**config.mk**
```make
export PLATFORM = sky130hd
export DESIGN_NAME = lcd_glyph_streamer
export DESIGN_NICKNAME = d
export VERILOG_FILES = /design/src/rtl/lcd_glyph_streamer.sv
export SDC_FILE = /design/constraint.sdc
export NUM_CORES = 1
export LEC_CHECK = 0
export BUFFER_PORTS_ARGS = -buffer_cell sky130_fd_sc_hd__clkbuf_2
export CORE_UTILIZATION = 55
export CTS_CLUSTER_SIZE = 12
export DETAILED_ROUTE_END_ITERATION = 8
export PLACE_DENSITY = 0.84
export SLEW_MARGIN = 5
export SYNTH_ARGS = -nofsm -noshare
export SYNTH_HDL_FRONTEND = slang
export SYNTH_SLANG_ARGS = --single-unit
```
**constraint.sdc**
```tcl
create_clock -name clk -period 3.4 [get_ports clk]
set_clock_uncertainty 0.1 [all_clocks]
set_input_delay 0.51 -clock clk [delete_from_list [all_inputs] [get_ports clk]]
set_output_delay 0.51 -clock clk [all_outputs]
set_load 0.01 [all_outputs]
```
**src/rtl/lcd_glyph_streamer.sv**
```systemverilog
// Streams a latched string of font codes to the LCD writer as OUT_W-bit beats, MSB first.
// Optional build macro LCD_STREAM_INVERT_EN adds a per-character invert_mask (highlight/cursor).
module lcd_glyph_streamer #(
    parameter  int NUM_CHARS  = 4,
    parameter  int CODE_W     = 6,
    parameter  int GLYPH_BITS = 256,
    parameter  int OUT_W      = 8,
    localparam int CHAR_W     = (NUM_CHARS > 1) ? $clog2(NUM_CHARS) : 1
) (
    input  logic                        clk,
    input  logic                        rst_n,
    input  logic                        start,
    input  logic [NUM_CHARS*CODE_W-1:0] codes,
    output logic                        busy,
    output logic [OUT_W-1:0]            out_data,
    output logic                        out_valid,
    input  logic                        out_ready,
`ifdef LCD_STREAM_INVERT_EN
    input  logic [NUM_CHARS-1:0]        invert_mask,
`endif
    output logic [CHAR_W-1:0]           out_char,
    output logic                        out_last,
    output logic                        done
);

    localparam int BEATS  = GLYPH_BITS / OUT_W;
    localparam int BEAT_W = (BEATS > 1) ? $clog2(BEATS) : 1;
    localparam logic [BEAT_W-1:0] LAST_BEAT = BEAT_W'(BEATS - 1);
    localparam logic [CHAR_W-1:0] LAST_CHAR = CHAR_W'(NUM_CHARS - 1);

    // Font codes: digits 0-9 occupy codes 0-9, letters A-P occupy codes 10-25.
    localparam logic [CODE_W-1:0] FONT_ZERO  = CODE_W'(0);
    localparam logic [CODE_W-1:0] FONT_ONE   = CODE_W'(1);
    localparam logic [CODE_W-1:0] FONT_TWO   = CODE_W'(2);
    localparam logic [CODE_W-1:0] FONT_THREE = CODE_W'(3);
    localparam logic [CODE_W-1:0] FONT_FOUR  = CODE_W'(4);
    localparam logic [CODE_W-1:0] FONT_FIVE  = CODE_W'(5);
    localparam logic [CODE_W-1:0] FONT_SIX   = CODE_W'(6);
    localparam logic [CODE_W-1:0] FONT_SEVEN = CODE_W'(7);
    localparam logic [CODE_W-1:0] FONT_EIGHT = CODE_W'(8);
    localparam logic [CODE_W-1:0] FONT_NINE  = CODE_W'(9);
    localparam logic [CODE_W-1:0] FONT_A     = CODE_W'(10);
    localparam logic [CODE_W-1:0] FONT_B     = CODE_W'(11);
    localparam logic [CODE_W-1:0] FONT_C     = CODE_W'(12);
    localparam logic [CODE_W-1:0] FONT_D     = CODE_W'(13);
    localparam logic [CODE_W-1:0] FONT_E     = CODE_W'(14);
    localparam logic [CODE_W-1:0] FONT_F     = CODE_W'(15);
    localparam logic [CODE_W-1:0] FONT_G     = CODE_W'(16);
    localparam logic [CODE_W-1:0] FONT_H     = CODE_W'(17);
    localparam logic [CODE_W-1:0] FONT_I     = CODE_W'(18);
    localparam logic [CODE_W-1:0] FONT_J     = CODE_W'(19);
    localparam logic [CODE_W-1:0] FONT_K     = CODE_W'(20);
    localparam logic [CODE_W-1:0] FONT_L     = CODE_W'(21);
    localparam logic [CODE_W-1:0] FONT_M     = CODE_W'(22);
    localparam logic [CODE_W-1:0] FONT_N     = CODE_W'(23);
    localparam logic [CODE_W-1:0] FONT_O     = CODE_W'(24);
    localparam logic [CODE_W-1:0] FONT_P     = CODE_W'(25);

    // Glyphs are stored as 8x8 sources (top row in the MSB byte) and doubled to 16x16 on lookup.
    localparam logic [63:0] LCD_0    = 64'h3C666E7666663C00;
    localparam logic [63:0] LCD_1    = 64'h1838181818187E00;
    localparam logic [63:0] LCD_2    = 64'h3C66060C30607E00;
    localparam logic [63:0] LCD_3    = 64'h3C66061C06663C00;
    localparam logic [63:0] LCD_4    = 64'h0C1C3C6C7E0C0C00;
    localparam logic [63:0] LCD_5    = 64'h7E607C0606663C00;
    localparam logic [63:0] LCD_6    = 64'h3C607C6666663C00;
    localparam logic [63:0] LCD_7    = 64'h7E060C1830303000;
    localparam logic [63:0] LCD_8    = 64'h3C66663C66663C00;
    localparam logic [63:0] LCD_9    = 64'h3C66663E060C3800;
    localparam logic [63:0] LCD_A    = 64'h183C66667E666600;
    localparam logic [63:0] LCD_B    = 64'h7C66667C66667C00;
    localparam logic [63:0] LCD_C    = 64'h3C66606060663C00;
    localparam logic [63:0] LCD_D    = 64'h786C6666666C7800;
    localparam logic [63:0] LCD_E    = 64'h7E60607860607E00;
    localparam logic [63:0] LCD_F    = 64'h7E60607860606000;
    localparam logic [63:0] LCD_G    = 64'h3C66606E66663C00;
    localparam logic [63:0] LCD_H    = 64'h6666667E66666600;
    localparam logic [63:0] LCD_I    = 64'h3C18181818183C00;
    localparam logic [63:0] LCD_J    = 64'h1E0C0C0C0C6C3800;
    localparam logic [63:0] LCD_K    = 64'h666C7870786C6600;
    localparam logic [63:0] LCD_L    = 64'h6060606060607E00;
    localparam logic [63:0] LCD_M    = 64'h63777F6B63636300;
    localparam logic [63:0] LCD_N    = 64'h66767E7E6E666600;
    localparam logic [63:0] LCD_O    = 64'h3C66666666663C00;
    localparam logic [63:0] LCD_P    = 64'h7C66667C60606000;
    localparam logic [63:0] LCD_NONE = 64'h0000000000000000;

    typedef enum logic [1:0] {IDLE, LOAD, STREAM, DONE} state_t;

    state_t                      state;
    logic [NUM_CHARS*CODE_W-1:0] codes_q;
    logic [BEAT_W-1:0]           beat;
    logic [GLYPH_BITS-1:0]       shift_reg;
    logic [CODE_W-1:0]           cur_code;
    logic [GLYPH_BITS-1:0]       glyph;
`ifdef LCD_STREAM_INVERT_EN
    logic [NUM_CHARS-1:0]        mask_q;
`endif

    function automatic logic [63:0] font_source(input logic [CODE_W-1:0] code);
        case (code)
            FONT_ZERO:  font_source = LCD_0;
            FONT_ONE:   font_source = LCD_1;
            FONT_TWO:   font_source = LCD_2;
            FONT_THREE: font_source = LCD_3;
            FONT_FOUR:  font_source = LCD_4;
            FONT_FIVE:  font_source = LCD_5;
            FONT_SIX:   font_source = LCD_6;
            FONT_SEVEN: font_source = LCD_7;
            FONT_EIGHT: font_source = LCD_8;
            FONT_NINE:  font_source = LCD_9;
            FONT_A:     font_source = LCD_A;
            FONT_B:     font_source = LCD_B;
            FONT_C:     font_source = LCD_C;
            FONT_D:     font_source = LCD_D;
            FONT_E:     font_source = LCD_E;
            FONT_F:     font_source = LCD_F;
            FONT_G:     font_source = LCD_G;
            FONT_H:     font_source = LCD_H;
            FONT_I:     font_source = LCD_I;
            FONT_J:     font_source = LCD_J;
            FONT_K:     font_source = LCD_K;
            FONT_L:     font_source = LCD_L;
            FONT_M:     font_source = LCD_M;
            FONT_N:     font_source = LCD_N;
            FONT_O:     font_source = LCD_O;
            FONT_P:     font_source = LCD_P;
            default:    font_source = LCD_NONE;
        endcase
    endfunction

    function automatic logic [15:0] widen_row(input logic [7:0] b);
        widen_row = {b[7], b[7], b[6], b[6], b[5], b[5], b[4], b[4],
                     b[3], b[3], b[2], b[2], b[1], b[1], b[0], b[0]};
    endfunction

    // Each source row becomes two identical 16-pixel rows; row 0 ends up in the top bits.
    function automatic logic [255:0] scale_glyph(input logic [63:0] s);
        scale_glyph = {widen_row(s[63:56]), widen_row(s[63:56]),
                       widen_row(s[55:48]), widen_row(s[55:48]),
                       widen_row(s[47:40]), widen_row(s[47:40]),
                       widen_row(s[39:32]), widen_row(s[39:32]),
                       widen_row(s[31:24]), widen_row(s[31:24]),
                       widen_row(s[23:16]), widen_row(s[23:16]),
                       widen_row(s[15:8]),  widen_row(s[15:8]),
                       widen_row(s[7:0]),   widen_row(s[7:0])};
    endfunction

    always_comb begin
        cur_code = codes_q[out_char*CODE_W +: CODE_W];
        glyph    = scale_glyph(font_source(cur_code));
`ifdef LCD_STREAM_INVERT_EN
        if (mask_q[out_char]) begin
            glyph = ~glyph;
        end
`endif
    end

    assign out_data = shift_reg[GLYPH_BITS-1 -: OUT_W];

    // out_last is precomputed one beat ahead so it is a plain register at the port.
    always_ff @(posedge clk or negedge rst_n) begin
        if (!rst_n) begin
            state     <= IDLE;
            codes_q   <= '0;
            beat      <= '0;
            shift_reg <= '0;
            out_char  <= '0;
            out_valid <= 1'b0;
            out_last  <= 1'b0;
            busy      <= 1'b0;
            done      <= 1'b0;
`ifdef LCD_STREAM_INVERT_EN
            mask_q    <= '0;
`endif
        end else begin
            done <= 1'b0;
            case (state)
                IDLE: begin
                    if (start) begin
                        codes_q  <= codes;
`ifdef LCD_STREAM_INVERT_EN
                        mask_q   <= invert_mask;
`endif
                        out_char <= '0;
                        busy     <= 1'b1;
                        state    <= LOAD;
                    end
                end
                LOAD: begin
                    shift_reg <= glyph;
                    beat      <= '0;
                    out_valid <= 1'b1;
                    out_last  <= (out_char == LAST_CHAR) && (BEATS == 1);
                    state     <= STREAM;
                end
                STREAM: begin
                    if (out_valid && out_ready) begin
                        shift_reg <= shift_reg << OUT_W;
                        if (beat == LAST_BEAT) begin
                            beat      <= '0;
                            out_valid <= 1'b0;
                            out_last  <= 1'b0;
                            if (out_char == LAST_CHAR) begin
                                done  <= 1'b1;
                                state <= DONE;
                            end else begin
                                out_char <= out_char + 1'b1;
                                state    <= LOAD;
                            end
                        end else begin
                            beat     <= beat + 1'b1;
                            out_last <= (out_char == LAST_CHAR) && (beat + 1'b1 == LAST_BEAT);
                        end
                    end
                end
                DONE: begin
                    busy     <= 1'b0;
                    out_char <= '0;
                    state    <= IDLE;
                end
                default: state <= IDLE;
            endcase
        end
    end

endmodule

```
==> results by group, run 1 <==
Outcome
  • Status: finished with violations
  • Failing checks: negative hold slack

Layout
  • Diodes inserted: 0
  • Finished Cell Area: 8865 µm²
  • Commonest non-fill, non-tap cell in the layout: dfrtp_1
  • Most frequent cells in the layout: dfrtp_1 (149), nand2_1 (124), nand3_1 (121)
  • Register area: 3729 µm²
  • Share of layout cells above drive strength 1: 18.30%
  • Max reg flops: 112
  • Fillcell total: 1123
  • Nets: 901
  • Core Util, Final: 63.62%
  • Multi-input gate area: 3767 µm²
  • Area Growth Syn to Fin: 12.71%

STA
  • Finish-stage setup viols: 0
  • Max Slew Vio Count: 0
  • Worst Tran Pin Value: 0.6896 ns
  • Final hold vios: 6
  • Slew headroom: 54.03%
  • Hold_ws: -0.02061 ns
  • Max Fclk: 0.3235 GHz
  • Tmin final: 3.091 ns
  • Final period util: 90.92%
  • RSZ-0062 raised after global routing: false
  • Setup TNS: 0 ns

Pwr
  • Worst VDD drop: 0.6869 mV
  • Leakage: 4.159 nW
  • Power per cell area: 1041 nW/µm²

Route
  • Drt pass-1 iters: 6
  • Final ANT Viol Nets: 0
  • Vias: 6547
  • Drt initial violations: 699
  • Final WL: 19570 µm
  • WL/cell: 18.66 µm
  • DRC Markers: 0
  • Drt via density: 6.241

CTS
  • PostCTS Resize Cnt: 0
  • Postcts setup bufs: 0
  • Hold bufs inserted after CTS: 0
  • CTS Buf Count: 17
  • Clk sinks: 149
  • TritonCTS clock tree: done
  • H-Tree Depth: 4
  • Worst-path clk slew: 0.06 ns
  • CTS root buf: clkbuf_16
  • Worst-Skew Late Latency: 0.43 ns
  • Clock Path Buffers: 2

Global routing
  • Tot GR Track Use: 28.45%
  • Largest net degree at the start of global routing: 75
  • Initial antenna violation count: 0
  • Number of global-route vias before repair: 6300
  • Congestion Overflow GR: 0
  • First-pass GRT wire length: 32340 µm

Placed design
  • Final GP Congestion: 0.9606
  • Post-DP Area: 8287 µm²
  • Final HPWL DP: 12760 µm
  • Input/output buffers: 41

Yosys
  • Post-synth ARST share: 100.0%
  • Largest family of logic cells by synthesized area: simple AND/OR/NAND/NOR gates
  • Synthesized area: 7865 µm²
  • Post-synth top flop: dfrtp_1
  • Yosys top cell by area: dfrtp_1
  • Sequential area share after synthesis: 47.41%
  • Compound-Gate Fraction of Synth Area: 13.95%
  • Mapped Avg Cell Area: 9.419 µm²
  • Synth Register Bits: 149
  • Multiplexer share of the synthesized area: 9.052%
  • Xor/xnor share of the synthesized area: 0.4454%
  • YS warnings: 0
  • Adder-cell share of the synthesized area: 2.545%
  • Yosys top cell area share: 47.41%
  • Net count after synthesis: 879
  • Post-synthesis simple-gate area fraction: 21.68%
  • Mapped Cells: 835
  • Post-synthesis cell type count: 68
  • Synth top area cells: dfrtp_1 (47%), nand3_1 (7.7%), nand2_1 (6.0%)
  • Post-synth EDFFs: 0

Worst setup path
  • Setup CP Type: flip-flop to flip-flop
  • Crit-path leading delay family: compound AO/OA/AOI/OAI gates
  • Worst-path maximum fanout: 12
  • CP Data Arrival Time: 3.30 ns
  • Largest stage delay on the critical path: 0.68 ns
  • Worst-path cell chain: mux4_2 > inv_1 > ha_1 > buf_4 > nand2b_1 > o21ai_0 > a211oi_1 > a211o_1
  • Bufs and invs on worst path: 2
  • Required time of the critical path: 3.61 ns
  • Slowest cell on the critical path: dfrtp_1
  • CP Launch Type: flip-flop
  • Worst Setup End Kind: flip-flop

Flow run
  • Max cap viols: 0

Die
  • Starting Density: 56.44%
  • Die ar.: 14780 µm²
  • Die width: 121.6 µm
  • Cell row count: 43
  • Io pins: 42
  • Die H: 121.6 µm
  • Core Area: 13930 µm²

Hold path
  • Hold Crit Class: input pin to async pin
==> path summary, 6_finish.rpt <==
check / from / end / slack (ns) / cells after the start
max: out_char[0] / shift_reg[53] / 0.31 / 8
min: rst_n / shift_reg[123] / -0.02 / 1
max reg2reg: out_char[0] / shift_reg[53] / 0.31 / 8
min reg2reg: shift_reg[199] / shift_reg[207] / 0.37 / 2
max in group asynchronous: rst_n / shift_reg[249] / 2.41 / 2
min in group clk: codes[14] / codes_q[14] / 0.21 / 2
==> layout make-up <==
| cell class | instances | share of cell area, % |
|---|---|---|
| inverters | 11 | 0.4658 |
| flip-flops and latches | 149 | 42.06 |
| multi-input cells | 602 | 42.50 |
| clock inverters | 8 | 1.129 |
| repair buffers | 76 | 5.914 |
| well taps | 180 | 2.541 |
| clock buffers | 23 | 5.392 |
==> cells by family after synthesis <==
group / after synthesis
buf+inv: 84
flops: 149
fa+ha+maj: 16
simple gates: 362
compound gates: 159
mux: 61
xor+xnor: 4
==> Yosys cell counts, drive strengths merged, types with 11 or more instances <==
library cell	n
a21oi	57
dfrtp	149
inv	11
nand2b	20
mux2	31
clkbuf	42
nand3	121
buf	31
ha	16
o21ai	27
nand2	125
nor2	49
and3	16
mux2i	25
==> per-stage QoR <==
stage	hold slack, ns	worst slack (ns)	std cells	total power (W)
final	-0.02061	0.3087	1049	0.009226
after global routing	0.04483	0.1073	1049	0.009788
after CTS	0.009431	0.3049	1049	0.009187
after detailed placement	0.3593	0.3277	1018	0.007276
after global placement	0.3469	0.4746	1018	0.007152
after floorplan	0.1144	0.4851	835	0.006049
==> where the power goes <==
group / leakage (nW) / internal, W / switching [W]
registers: 1.87 / 0.00253 / 0.000448
clock network: 0.271 / 0.00113 / 0.000732
logic: 2.02 / 0.00167 / 0.00271
==> metal layers <==
| metal | GRT usage (%) | vias up | part of all wire [%] |
|---|---|---|---|
| met5 | 0 | - | 0 |
| met4 | 13.19 | 0 | 2.9 |
| met3 | 5.478 | 50 | 6.7 |
| met2 | 43.39 | 309 | 47 |
| met1 | 39.39 | 3194 | 44 |
| li1 | - | 2994 | - |
No activity file was read; power rests on OpenSTA's default activity.
==> inputs of run 2 (changes only) <==
--- a/config.mk
+++ b/config.mk
@@ -6,10 +6,11 @@
 export NUM_CORES = 1
 export LEC_CHECK = 0
 export BUFFER_PORTS_ARGS = -buffer_cell sky130_fd_sc_hd__clkbuf_2
-export CORE_UTILIZATION = 55
+export CAP_MARGIN = 25
+export CORE_UTILIZATION = 45
 export CTS_CLUSTER_SIZE = 12
 export DETAILED_ROUTE_END_ITERATION = 8
-export PLACE_DENSITY = 0.84
+export PLACE_DENSITY = 0.73
 export SLEW_MARGIN = 5
 export SYNTH_ARGS = -nofsm -noshare
 export SYNTH_HDL_FRONTEND = slang
==> constraint.sdc (replaced) <==
create_clock -name clk -period 3.7 [get_ports clk]
set_clock_uncertainty 0.1 [all_clocks]
set_input_delay 0.555 -clock clk [delete_from_list [all_inputs] [get_ports clk]]
set_output_delay 0.555 -clock clk [all_outputs]
set_load 0.01 [all_outputs]
==> results by group, run 2 (synthesis results as in run 1) <==
STA
  • Setup TNS: 0 ns
  • Hold_ws: -0.008540 ns
  • Tmin final: 3.315 ns
  • Slew headroom: 39.75%
  • Worst Tran Pin Value: 0.9038 ns
  • Max Slew Vio Count: 0
  • Finish-stage setup viols: 0
  • RSZ-0062 raised after global routing: false
  • Max Fclk: 0.3016 GHz
  • Final hold vios: 3
  • Final period util: 89.60%

Route
  • Vias: 6382
  • Drt initial violations: 765
  • Final WL: 18880 µm
  • Final ANT Viol Nets: 0
  • Drt via density: 5.937
  • WL/cell: 17.57 µm
  • DRC Markers: 0
  • Drt pass-1 iters: 5

CTS
  • PostCTS Resize Cnt: 0
  • Worst-path clk slew: 0.06 ns
  • Clk sinks: 149
  • Clock Path Buffers: 2
  • Hold bufs inserted after CTS: 0
  • Postcts setup bufs: 0
  • Worst-Skew Late Latency: 0.43 ns
  • TritonCTS clock tree: done
  • CTS root buf: clkbuf_16
  • CTS Buf Count: 17
  • H-Tree Depth: 4

Placed design
  • Final HPWL DP: 12200 µm
  • Final GP Congestion: 0.9471
  • Input/output buffers: 41

Layout
  • Share of layout cells above drive strength 1: 17.31%
  • Most frequent cells in the layout: dfrtp_1 (149), nand2_1 (124), nand3_1 (121)
  • Area Growth Syn to Fin: 12.71%
  • Max reg flops: 112
  • Diodes inserted: 0
  • Commonest non-fill, non-tap cell in the layout: dfrtp_1
  • Nets: 888

Outcome
  • Status: finished with violations
  • Failing checks: negative hold slack

Global routing
  • Largest net degree at the start of global routing: 87
  • Initial antenna violation count: 0
  • First-pass GRT wire length: 31800 µm
  • Congestion Overflow GR: 0
  • Tot GR Track Use: 22.49%
  • Number of global-route vias before repair: 6145

Worst setup path
  • Worst-path maximum fanout: 14
  • CP Launch Type: flip-flop
  • CP Data Arrival Time: 3.58 ns
  • Required time of the critical path: 3.97 ns
  • Setup CP Type: flip-flop to flip-flop
  • Worst Setup End Kind: flip-flop
  • Reg2Reg Setup Slack: 0.38 ns

Pwr
  • Overall power: 0.008456 W
  • Clk pwr share: 22.4%
  • Sw Share: 40.97%
  • Power per cell area: 953.9 nW/µm²
  • Leakage: 4.137 nW
  • Reg power frac: 32.4%
  • Switching Power: 0.003465 W
  • Combinational Power Share: 45.3%
  • Worst VDD drop: 0.5268 mV
  • Int Pwr: 0.004991 W

Hold path
  • Hold Crit Class: input pin to async pin

Die
  • Io pins: 42
  • Starting Density: 46.76%
  • Die H: 134.2 µm
  • Die width: 134.2 µm
  • Core Area: 16820 µm²
  • Cell row count: 47
  • Die ar.: 18010 µm²

Flow run
  • Max cap viols: 0
-- run 2: changes by cell type in the layout (fill, tap and decap cells not counted), moves of 3 or more --
| cell | delta |
|---|---|
| buf_4 | -11 |
| clkbuf_1 | -3 |
| clkbuf_8 | +3 |
| clkinvlp_4 | -4 |
-- run 2: cell type report --
| type | count | area [µm²] |
|---|---|---|
| Fill cell | 1527 | 7954 |
| Multi-Input combinational cell | 602 | 3767 |
| Inverter | 11 | 41.29 |
| Sequential cell | 149 | 3729 |
| Timing Repair Buffer | 63 | 401.6 |
| Clock inverter | 7 | 142.6 |
| Tap cell | 220 | 275.3 |
| Clock buffer | 23 | 508.0 |
-- run 2: path summary, 6_finish.rpt --
kind / start / to / cells past startpoint
worst max register to register: out_char[0] / shift_reg[55] / 9
min in group clk: codes[13] / codes_q[13] / 2
worst min-delay path: rst_n / shift_reg[123] / 1
worst max-delay path: out_char[0] / shift_reg[55] / 9
max in group asynchronous: rst_n / shift_reg[127] / 2
worst min register to register: shift_reg[167] / shift_reg[175] / 2
-- run 2: critical path: stages, from the launching register on --
cell and delay (ns):
dfrtp_1 0.68, mux4_2 0.75, inv_1 0.21, ha_1 0.18, buf_4 0.16, inv_1 0.11
o21ai_0 0.35, o211ai_1 0.17, a211oi_1 0.35, o22a_1 0.19
-- run 2: routing by layer --
| metal | vias up | track usage [%] | part of all wire [%] |
|---|---|---|---|
| met2 | 233 | 33.39 | 45 |
| met5 | - | 0 | 0 |
| met3 | 47 | 5.404 | 5.9 |
| met4 | 0 | 8.677 | 2.7 |
| met1 | 3132 | 31.72 | 47 |
| li1 | 2970 | - | - |
-- run 2: power groups by stage --
stage          sequential [W]  clock, W  combinational, W
3_3_place_gp          0.00273         0           0.00372
3_5_place_dp          0.00274         0           0.00377
2_1_floorplan         0.00261         0           0.00295
4_1_cts               0.00273   0.00192           0.00379
5_1_grt               0.00282   0.00198           0.00421
6_report              0.00274   0.00189           0.00383
-- run 2: per-stage QoR --
step,area (µm²),util (%),worst slack (ns),instances,hold WS [ns]
2_1_floorplan,7865,-,0.7851,835,0.1594
5_1_grt,8865,52.71,0.1635,1075,0.05206
6_report,8865,52.71,0.3847,1075,-0.008540
4_1_cts,8865,52.71,0.4338,1075,0.02259
3_5_place_dp,8214,48.84,0.4310,1045,0.3545
3_3_place_gp,8214,48.84,0.5493,1045,0.3501
==> inputs of run 3 (changes only) <==
--- a/config.mk
+++ b/config.mk
@@ -7,10 +7,11 @@
 export LEC_CHECK = 0
 export BUFFER_PORTS_ARGS = -buffer_cell sky130_fd_sc_hd__clkbuf_2
 export CAP_MARGIN = 25
-export CORE_UTILIZATION = 45
+export CORE_UTILIZATION = 27
 export CTS_CLUSTER_SIZE = 12
 export DETAILED_ROUTE_END_ITERATION = 8
-export PLACE_DENSITY = 0.73
+export GPL_TIMING_DRIVEN = 0
+export PLACE_DENSITY = 0.53
 export SLEW_MARGIN = 5
 export SYNTH_ARGS = -nofsm -noshare
 export SYNTH_HDL_FRONTEND = slang
==> results by group, run 3 (synthesis results as in run 1) <==
STA
  • Setup TNS: 0 ns
  • PnR worst setup slack: 0.1654 ns
  • RSZ-0062 raised after global routing: false
  • Finish-stage setup viols: 0
  • Max Slew Vio Count: 0
  • Tmin final: 3.535 ns
  • Max Fclk: 0.2829 GHz
  • Final hold vios: 0
  • Worst Tran Pin Value: 0.7811 ns
  • Slew headroom: 47.24%
  • Final period util: 95.53%

Flow run
  • Max cap viols: 0

Die
  • Io pins: 42
  • Die H: 172.7 µm
  • Die width: 172.7 µm
  • Starting Density: 27.40%
  • Die ar.: 29820 µm²
  • Cell row count: 62
  • Core Area: 28700 µm²

Layout
  • Nets: 941
  • Area Growth Syn to Fin: 17.21%
  • Commonest non-fill, non-tap cell in the layout: dfrtp_1
  • Finished Cell Area: 9219 µm²
  • Fillcell total: 3058
  • Diodes inserted: 0
  • Most frequent cells in the layout: dfrtp_1 (149), nand2_1 (125), nand3_1 (121)
  • Max reg flops: 112
  • Share of layout cells above drive strength 1: 17.03%
  • Non-Filler Instances: 1294

CTS
  • Worst-path clk slew: 0.06 ns
  • Hold bufs inserted after CTS: 0
  • CTS root buf: clkbuf_16
  • Worst-Skew Late Latency: 0.42 ns
  • Clk sinks: 149
  • Clock Path Buffers: 2
  • CTS Buf Count: 17
  • TritonCTS clock tree: done
  • H-Tree Depth: 4

Worst setup path
  • CP Data Arrival Time: 3.72 ns
  • Required time of the critical path: 3.89 ns
  • R2R depth: 8
  • Worst Setup End Kind: flip-flop
  • Worst R2R End: shift_reg[209]
  • Critical R2R Launch: out_char[1]
  • CP Launch Type: flip-flop
  • Reg2Reg Setup Slack: 0.17 ns
  • Setup CP Type: flip-flop to flip-flop
  • Worst-path maximum fanout: 14

Global routing
  • Tot GR Track Use: 17.18%
  • Initial antenna violation count: 0
  • Number of global-route vias before repair: 6658
  • Largest net degree at the start of global routing: 80
  • Congestion Overflow GR: 0
  • First-pass GRT wire length: 40030 µm

Placed design
  • Post-DP Area: 8587 µm²
  • Input/output buffers: 41
  • Final GP Congestion: 0.9117
  • Dpl ws: -0.4914 ns
  • Inst Count DP: 1261
  • Final HPWL DP: 18040 µm

Route
  • WL/cell: 19.54 µm
  • Vias: 6758
  • Final ANT Viol Nets: 0
  • Drt via density: 5.223
  • Final WL: 25280 µm
  • Drt initial violations: 697
  • Drt pass-1 iters: 5
  • DRC Markers: 0

Outcome
  • Status: complete, no violations

Hold path
  • Hold Crit Class: input pin to async pin

Pwr
  • Power per cell area: 963.0 nW/µm²
  • Overall power: 0.008878 W
  • Leakage: 4.183 nW
  • Worst VDD drop: 0.3523 mV
-- run 3: stage by stage --
| step | utilization, % | hold slack [ns] |
|---|---|---|
| floorplan | - | 0.1594 |
| global placement | 29.79 | 0.3516 |
| detailed placement | 29.92 | 0.3536 |
| CTS | 32.07 | 0.07241 |
| global route | 32.12 | 0.09651 |
| finish | 32.12 | 0.05477 |
-- run 3: layer usage --
layer / track usage, % / vias up / part of all wire [%]
met1: 25.36 / 3402 / 48
met5: 0 / - / 0
met3: 2.814 / 35 / 5.9
met4: 4.683 / 0 / 1.8
met2: 25.86 / 249 / 44
li1: - / 3072 / -
-- run 3: how the worst max path moves through the flow --
| stage | start | end | slack, ns | depth (start not counted) |
|---|---|---|---|---|
| after CTS | out_char[1] | shift_reg[89] | 0.04 | 9 |
| after global placement | rst_n | shift_reg[171] | -0.76 | 1 |
| final | out_char[1] | shift_reg[209] | 0.17 | 8 |
| after detailed placement | out_char[1] | shift_reg[55] | -0.49 | 10 |
| after global routing | out_char[1] | shift_reg[55] | 0.08 | 10 |
| after floorplan | out_char[0] | shift_reg[55] | 0.79 | 10 |
-- run 3: repair_timing --
item	4_1_cts	5_1_grt
pin swaps	0	1
endpoints found under the setup margin	8	15
buffers inserted	0	1
endpoints found under the hold margin	0	0
gates resized for setup	4	3
-- run 3: where the power goes --
part	leakage [nW]	internal, W	switching, W
clock	0.290	0.00111	0.000697
combinational	2.03	0.00151	0.00285
sequential	1.87	0.00233	0.000392
total	4.18	0.00494	0.00394
-- run 3: layout make-up --
| class | instances | area, µm² | share of cell area (%) |
|---|---|---|---|
| plain buffers | 73 | 347.8 | 3.773 |
| clock buffers | 23 | 467.9 | 5.076 |
| repair buffers | 43 | 249.0 | 2.701 |
| inverters | 11 | 41.29 | 0.4479 |
| flip-flops and latches | 149 | 3729 | 40.45 |
| clock inverters | 9 | 142.6 | 1.547 |
| multi-input cells | 602 | 3761 | 40.80 |
| well taps | 384 | 480.5 | 5.212 |
-- run 3: worst max-delay path: stages (launching register included) --
cell and delay, ns:
dfrtp_1 0.49, buf_2 0.32, mux4_2 0.48, clkbuf_2 0.33, ha_1 0.29, clkbuf_1 0.22
a41oi_1 0.67, buf_2 0.37, a21oi_1 0.11
